[src/rtl/lvds_link_pkg.sv]
// Shared state type, LED bit map and training-word helper for the multi-lane LVDS echo link.
package lvds_link_pkg;

  typedef enum logic [1:0] {
    StIdle,
    StTrain,
    StWaitPeer,
    StEcho
  } link_state_e;

  localparam int unsigned LedLinkUp    = 7;
  localparam int unsigned LedAlignDone = 6;
  localparam int unsigned LedTimeout   = 5;
  localparam int unsigned LedLockW     = 4;

  localparam int unsigned PatMaxW = 64;

  // Keep only the low deser bits of the training pattern.
  function automatic logic [PatMaxW-1:0] pat_word(input logic [PatMaxW-1:0] pat,
                                                  input int unsigned deser);
    logic [PatMaxW-1:0] mask;
    mask = '0;
    for (int unsigned i = 0; i < PatMaxW; i++) begin
      if (i < deser) mask[i] = 1'b1;
    end
    return pat & mask;
  endfunction

endpackage

[src/rtl/lvds_lane_aligner.sv]
// Per-lane bitslip aligner: slips until the received word matches the training pattern,
// then declares lock after LOCK_WORDS consecutive matches.
module lvds_lane_aligner
  import lvds_link_pkg::*;
#(
  parameter int unsigned DESER      = 8,
  parameter int unsigned LOCK_WORDS = 16,
  parameter int unsigned SLIP_HOLD  = 4
) (
  input  logic             clk_clk,
  input  logic             reset_reset,
  input  logic             clear,
  input  logic [DESER-1:0] rx_word,
  input  logic [DESER-1:0] pattern,
  input  logic             freeze,
  output logic             bitslip,
  output logic             locked
);

  localparam int unsigned CntW  = $clog2(LOCK_WORDS + 1);
  localparam int unsigned HoldW = (SLIP_HOLD < 1) ? 1 : $clog2(SLIP_HOLD + 1);
  localparam logic [CntW-1:0] CntMax = CntW'(LOCK_WORDS);

  logic [CntW-1:0]  cnt_q, cnt_d;
  logic [HoldW-1:0] hold_q, hold_d;
  logic             miss_q, miss_d;
  logic             slip_q, slip_d;
  logic             match;

  assign match   = (rx_word == pattern);
  assign locked  = (cnt_q == CntMax);
  assign bitslip = slip_q;

  always_comb begin
    cnt_d  = cnt_q;
    hold_d = hold_q;
    miss_d = miss_q;
    slip_d = 1'b0;
    if (clear) begin
      cnt_d  = '0;
      hold_d = '0;
      miss_d = 1'b0;
    end else if (!freeze) begin
      if (hold_q != '0) begin
        // SERDES still settling after a slip: rx is not trusted yet.
        hold_d = hold_q - HoldW'(1);
      end else if (match) begin
        miss_d = 1'b0;
        if (!locked) cnt_d = cnt_q + CntW'(1);
      end else if (locked) begin
        if (miss_q) begin
          cnt_d  = '0;
          miss_d = 1'b0;
        end else begin
          miss_d = 1'b1;
        end
      end else begin
        cnt_d  = '0;
        slip_d = 1'b1;
        hold_d = HoldW'(SLIP_HOLD);
      end
    end
  end

  always_ff @(posedge clk_clk) begin
    if (reset_reset) begin
      cnt_q  <= '0;
      hold_q <= '0;
      miss_q <= 1'b0;
      slip_q <= 1'b0;
    end else begin
      cnt_q  <= cnt_d;
      hold_q <= hold_d;
      miss_q <= miss_d;
      slip_q <= slip_d;
    end
  end

endmodule

[src/rtl/lvds_multilane_echo_link.sv]
// N-lane LVDS link controller: trains lanes, handshakes align-done with the peer, then echoes rx.
// Optional LVDS_ECHO_PRBS_CHECK_EN adds a per-lane PRBS-7 checker (needs DESER >= 7) feeding err_cnt.
module lvds_multilane_echo_link
  import lvds_link_pkg::*;
#(
  parameter int unsigned        LANES      = 2,
  parameter int unsigned        DESER      = 8,
  parameter logic [PatMaxW-1:0] TRAIN_PAT  = 'hA5,
  parameter int unsigned        LOCK_WORDS = 16,
  parameter int unsigned        SLIP_HOLD  = 4,
  parameter int unsigned        TIMEOUT    = 65535
) (
  input  logic                   clk_clk,
  input  logic                   reset_reset,
  input  logic [LANES*DESER-1:0] rx_data,
  output logic [LANES*DESER-1:0] tx_data,
  output logic [LANES-1:0]       rx_bitslip,
  output logic                   rx_align_done,
  input  logic                   peer_align_done,
  output logic                   link_up,
  output logic                   train_timeout,
  output logic [15:0]            err_cnt,
  output logic [7:0]             led
);

  localparam int unsigned TimW = $clog2(TIMEOUT + 1);
  localparam logic [DESER-1:0]       PatWord = DESER'(pat_word(TRAIN_PAT, DESER));
  localparam logic [LANES*DESER-1:0] PatAll  = {LANES{PatWord}};

  link_state_e            state_q, state_d;
  logic [TimW-1:0]        tmo_q, tmo_d;
  logic                   tmo_flag_q, tmo_flag_d;
  logic [LANES*DESER-1:0] echo_q;
  logic [15:0]            err_q, err_d;
  logic [LANES-1:0]       lane_locked;
  logic                   all_locked, in_echo, tmo_hit, align_clear;

  assign all_locked  = &lane_locked;
  assign in_echo     = (state_q == StEcho);
  assign tmo_hit     = (state_q == StTrain) && (tmo_q == TimW'(TIMEOUT - 1));
  assign align_clear = (state_q == StIdle) || tmo_hit || (in_echo && !peer_align_done);

  for (genvar i = 0; i < LANES; i++) begin : g_lane
    lvds_lane_aligner #(
      .DESER     (DESER),
      .LOCK_WORDS(LOCK_WORDS),
      .SLIP_HOLD (SLIP_HOLD)
    ) u_aligner (
      .clk_clk    (clk_clk),
      .reset_reset(reset_reset),
      .clear      (align_clear),
      .rx_word    (rx_data[i*DESER +: DESER]),
      .pattern    (PatWord),
      .freeze     (in_echo),
      .bitslip    (rx_bitslip[i]),
      .locked     (lane_locked[i])
    );
  end

  always_comb begin
    state_d    = state_q;
    tmo_d      = '0;
    tmo_flag_d = tmo_flag_q;
    unique case (state_q)
      StIdle: state_d = StTrain;
      StTrain: begin
        if (tmo_hit) begin
          tmo_flag_d = 1'b1;
        end else begin
          tmo_d = tmo_q + TimW'(1);
          if (all_locked) state_d = StWaitPeer;
        end
      end
      StWaitPeer: begin
        if (!all_locked)          state_d = StTrain;
        else if (peer_align_done) state_d = StEcho;
      end
      StEcho: if (!peer_align_done) state_d = StTrain;
      default: state_d = StIdle;
    endcase
  end

  always_comb begin
    tx_data = '0;
    unique case (state_q)
      StTrain, StWaitPeer: tx_data = PatAll;
      StEcho:              tx_data = echo_q;
      default:             tx_data = '0;
    endcase
  end

  assign link_up       = in_echo;
  assign rx_align_done = (state_q == StWaitPeer) || in_echo;
  assign train_timeout = tmo_flag_q;
  assign err_cnt       = err_q;

  always_comb begin
    led                   = '0;
    led[LedLinkUp]        = link_up;
    led[LedAlignDone]     = rx_align_done;
    led[LedTimeout]       = train_timeout;
    led[LedLockW-1:0]     = LedLockW'(lane_locked);
  end

`ifdef LVDS_ECHO_PRBS_CHECK_EN
  localparam int unsigned NErrW = $clog2(LANES + 1);

  logic [LANES*7-1:0] st_q, st_d;
  logic               seeded_q, seeded_d;
  logic [NErrW-1:0]   nerr;
  logic [16:0]        err_sum;
  logic [DESER-1:0]   exp_w;

  // Next DESER bits of x^7 + x^6 + 1, MSB first; s holds the 7 most recent bits, bit 0 newest.
  function automatic logic [DESER-1:0] prbs_word(input logic [6:0] s_in);
    logic [6:0]       s;
    logic [DESER-1:0] o;
    logic             nb;
    s = s_in;
    o = '0;
    for (int unsigned k = 0; k < DESER; k++) begin
      nb = s[6] ^ s[5];
      o  = {o[DESER-2:0], nb};
      s  = {s[5:0], nb};
    end
    return o;
  endfunction

  always_comb begin
    st_d     = st_q;
    seeded_d = seeded_q;
    nerr     = '0;
    exp_w    = '0;
    if (!in_echo) begin
      seeded_d = 1'b0;
    end else if (!seeded_q) begin
      seeded_d = 1'b1;
      for (int unsigned i = 0; i < LANES; i++) st_d[i*7 +: 7] = rx_data[i*DESER +: 7];
    end else begin
      // Local generator free-runs so one corrupted word costs exactly one error.
      for (int unsigned i = 0; i < LANES; i++) begin
        exp_w          = prbs_word(st_q[i*7 +: 7]);
        st_d[i*7 +: 7] = exp_w[6:0];
        if (rx_data[i*DESER +: DESER] != exp_w) nerr = nerr + NErrW'(1);
      end
    end
    err_sum = {1'b0, err_q} + 17'(nerr);
    err_d   = err_q;
    if (state_d == StTrain && state_q != StTrain) err_d = '0;
    else if (in_echo) err_d = err_sum[16] ? 16'hFFFF : err_sum[15:0];
  end

  always_ff @(posedge clk_clk) begin
    if (reset_reset) begin
      st_q     <= '0;
      seeded_q <= 1'b0;
    end else begin
      st_q     <= st_d;
      seeded_q <= seeded_d;
    end
  end
`else
  assign err_d = '0;
`endif

  always_ff @(posedge clk_clk) begin
    if (reset_reset) begin
      state_q    <= StIdle;
      tmo_q      <= '0;
      tmo_flag_q <= 1'b0;
      echo_q     <= '0;
      err_q      <= '0;
    end else begin
      state_q    <= state_d;
      tmo_q      <= tmo_d;
      tmo_flag_q <= tmo_flag_d;
      echo_q     <= rx_data;
      err_q      <= err_d;
    end
  end

endmodule
[config.mk]
export PLATFORM = sky130hd
export DESIGN_NAME = lvds_multilane_echo_link
export DESIGN_NICKNAME = d
export VERILOG_FILES = /design/src/rtl/lvds_link_pkg.sv /design/src/rtl/lvds_lane_aligner.sv /design/src/rtl/lvds_multilane_echo_link.sv
export SDC_FILE = /design/constraint.sdc
export NUM_CORES = 1
export LEC_CHECK = 0
export CORE_ASPECT_RATIO = 1.4
export CORE_MARGIN = 1.5
export CORE_UTILIZATION = 40
export DETAILED_ROUTE_END_ITERATION = 12
export GPL_TIMING_DRIVEN = 0
export PLACE_DENSITY_LB_ADDON = 0.15
export REMOVE_ABC_BUFFERS = 1
export SLEW_MARGIN = 25
export SYNTH_ARGS = -nofsm -noshare
export SYNTH_HDL_FRONTEND = slang
export SYNTH_SLANG_ARGS = --single-unit
[constraint.sdc]
create_clock -name clk_clk -period 5.1 [get_ports clk_clk]
set_input_delay 1.02 -clock clk_clk [delete_from_list [all_inputs] [get_ports clk_clk]]
set_output_delay 1.02 -clock clk_clk [all_outputs]
set_load 0.005 [all_outputs]
==> flow_summary.yaml <==
pwr:
  static-leakage-power_nw: 1.20
  vdd.ir_drop.worst_uv: 162
  p_per_area_mw_per_mm2: 295
routing:
  drt_iter0_drc: 55
  routed_via_density: 4.75
  count_of_nets_left_with_antenna_violations_after_detail_routing: 0
  drt_pass1_iterations: 4
  routed_wire_length_per_instance_um: 11.9
  drc_errors: 0
  drt-total-wl_um: 5340
  route.vias.total: 2129
grt:
  grt_max_degree: 31
  via_count_of_the_first_global_routing_pass: 1986
  grt_overflow: 0
  grt_first_pass_wirelength_um: 8860
  globalRouteTotalUtil_pct: 15.0
  antenna_found_initial: 0
final_layout:
  nets: 387
  antenna-diode-count: 0
  areaGrowthSynthToFinish_pct: 17.3
  drive_gt1_share_pct: 5.06
  fin_util_pct: 49.3
  most_common_cell_after_layout_fill_and_taps_aside: "sky130_fd_sc_hd__dfxtp_1"
  fillerInstances: 676
  final_cell_mix: "55 x sky130_fd_sc_hd__dfxtp_1, 44 x sky130_fd_sc_hd__clkdlybuf4s50_1, 42 x sky130_fd_sc_hd__nor2_1"
cts:
  clk_pin_slew_ps: 100
  cts_buffer_depth: 2
  number_of_buffers_inserted_by_hold_repair_at_cts: 0
  cts_max_level: 2
  root_buffer: "sky130_fd_sc_hd__clkbuf_8"
  cts_setup_buffers: 0
  clk_latency_ps: 310
  cts_sinks: 55
  cts_tree: "done"
  cts_resized: 0
  cts_made_buffers: 5
critical_path:
  arrival_ps: 2370
  worstPathRequired_ps: 4080
  worst-setup-path-type: "flip-flop to output port"
  timing.critical_path.fanout_max: 30
  worst_r2r_startpoint: "state_q[0]"
  cp.buffers_inverters: 1
  cp-end-kind: "output port"
  crit_path_cell_trace: "ha_1 > a21oi_1 > nor2_1 > clkdlybuf4s50_1"
  critPathSlowestCell: "sky130_fd_sc_hd__ha_1"
  critical_path.startpoint_type: "flip-flop"
  timing.critical_path.slowest_cell_delay_ps: 840
  crit_path_start: "state_q[0]"
  worst_path_dominant_cell_family: "adder cells"
die:
  fp.dieH_um: 102
  floorplan.io_pins: 64
  floorplan.initialDensity_pct: 42.0
  die_w_um: 73.7
  fp.dieArea_sq_mm: 0.00751
  core_area_sq_mm: 0.00666
  fp-row-count: 35
timing:
  timing.clock.skew_ps: 7.08
  finalWorstPathRequiredPeriod_ps: 3390
  clock.fmax_mhz: 295
  period_utilization_post_route_pct: 66.6
  final-max-slew-violation-count: 0
  setup-tns-final_ps: 0
  final_count_of_negative_setup_slack_endpoints: 0
  grt_setup_unrepaired: "no"
  slew_headroom_pct: 33.5
  timing_worst_slew_pin_value_ps: 998
  hold_violations: 0
logic_synthesis:
  yosysUniqueCellTypes: 49
  ys_dominant_reg_cell: "sky130_fd_sc_hd__dfxtp_1"
  synth_edf_count: 0
  postSynthRegisterBits: 55
  synth-seq-area-share_pct: 39.4
  share_of_synthesized_flip_flops_with_an_asynchronous_set_or_reset_pct: 0
  synthCells: 324
  syn-cell-area_sq_mm: 0.00280
  yosysWarnings: 0
  avgSynthCellArea_sq_um: 8.63
placement:
  gp_routability_congestion: 0.773
  dp_hpwl_um: 3930
  numPortBuffers: 44
min_path:
  hold_path.startpoint: "tmo_q[0]"
  hold_class: "flip-flop to flip-flop"
job:
  max_cap_viol_count: 0
outcome:
  run_status: "completed"
-- routing by layer --
| metal | routed length, um | vias to the layer above | track usage [%] |
|---|---|---|---|
| li1 | - | 1111 | - |
| met1 | 2370 | 991 | 18.2 |
| met2 | 2770 | 21 | 25.7 |
| met3 | 131 | 6 | 3.06 |
| met4 | 69 | 0 | 5.56 |
| met5 | 0 | - | 0 |
-- registers in the layout, indices dropped and copies added, names as in the netlist --
name and cells:
state_q 2, g_lane.u_aligner.bitslip 2, echo_q 16, g_lane.u_aligner.hold_q 6, g_lane.u_aligner.cnt_q 10, train_timeout 1, g_lane.u_aligner.miss_q 2, tmo_q 16
-- cell usage after synthesis, types with 2 or more instances --
master                       n  area share, %
sky130_fd_sc_hd__nand2b_1    2           0.45
sky130_fd_sc_hd__nor4bb_1    2           0.72
sky130_fd_sc_hd__nand4_1     4           0.89
sky130_fd_sc_hd__inv_1      10            1.3
sky130_fd_sc_hd__buf_4      26            7.0
sky130_fd_sc_hd__nor2b_1    18            4.0
sky130_fd_sc_hd__a21o_1      5            1.3
sky130_fd_sc_hd__xor2_1      9            2.8
sky130_fd_sc_hd__nor2_1     42            5.6
sky130_fd_sc_hd__or3b_1      2           0.63
sky130_fd_sc_hd__buf_6       2           0.81
sky130_fd_sc_hd__or4bb_1     4            1.6
sky130_fd_sc_hd__nand3_1    15            2.7
sky130_fd_sc_hd__nor4_1      3           0.67
sky130_fd_sc_hd__or4_1       2           0.54
sky130_fd_sc_hd__nor3_1      6            1.1
sky130_fd_sc_hd__and2_1      8            1.8
sky130_fd_sc_hd__nand2_1    16            2.1
sky130_fd_sc_hd__a31oi_1     4           0.89
sky130_fd_sc_hd__a211oi_1    3           0.81
sky130_fd_sc_hd__xnor2_1     5            1.6
sky130_fd_sc_hd__ha_1       13            5.8
sky130_fd_sc_hd__nand4bb_1   2           0.81
sky130_fd_sc_hd__clkbuf_1    8            1.1
sky130_fd_sc_hd__o21ai_0    11            2.0
sky130_fd_sc_hd__a21oi_1    24            4.3
sky130_fd_sc_hd__nor4_4      2            1.5
sky130_fd_sc_hd__dfxtp_1    55             39
-- layout make-up --
cell class	instances	area, sq um	share of cell area [%]
Inverter	12	45.0	1.37
Tap cell	92	115	3.51
Clock inverter	2	35.0	1.07
Multi-Input combinational cell	237	1460	44.5
Timing Repair Buffer	44	440	13.4
Sequential cell	55	1100	33.6
Clock buffer	6	82.6	2.52
-- worst register-to-register path, delay by kind of cell, from the launching register on --
kind	cells	cell delay (ps)
compound gates	2	240
simple gates	2	550
fa+ha+maj	1	850
flops	1	410
-- report_power, final --
| part | leakage (nW) | internal [mW] | total (mW) | switching, mW |
|---|---|---|---|---|
| Clock | 0.0612 | 0.159 | 0.303 | 0.143 |
| Combinational | 0.689 | 0.0960 | 0.207 | 0.111 |
| Sequential | 0.449 | 0.449 | 0.459 | 0.0105 |
-- logic make-up after synthesis --
logic type | Yosys count | synth area share (%)
compound gates | 50 | 10.2
buf+inv | 50 | 10.8
mux | 1 | 0.358
fa+ha+maj | 13 | 5.82
simple gates | 140 | 28.9
flops | 55 | 39.4
xor+xnor | 14 | 4.38
other cells | 1 | 0.134
-- path summary, 6_finish.rpt --
path	end	cells after the start	slack [ps]
min reg2reg	tmo_q[0]	1	470
min	tmo_q[0]	1	470
max	tx_data[2]	4	1710
max reg2reg	g_lane[1].u_aligner.cnt_q[4]	5	2950
-- metrics by stage --
stage                     hold WS [ps]  area, sq um  power (mW)  worst slack, ps  std cells
after floorplan                    430         2610       0.588             2670        304
after global placement             444         3160       0.678             1970        440
after detailed placement           456         3160       0.679             1990        440
after CTS                          480         3280       0.980             1670        448
after global routing               503         3280        1.02             1490        448
final                              469         3280       0.969             1710        448
Power figures use the tool's default switching activity.
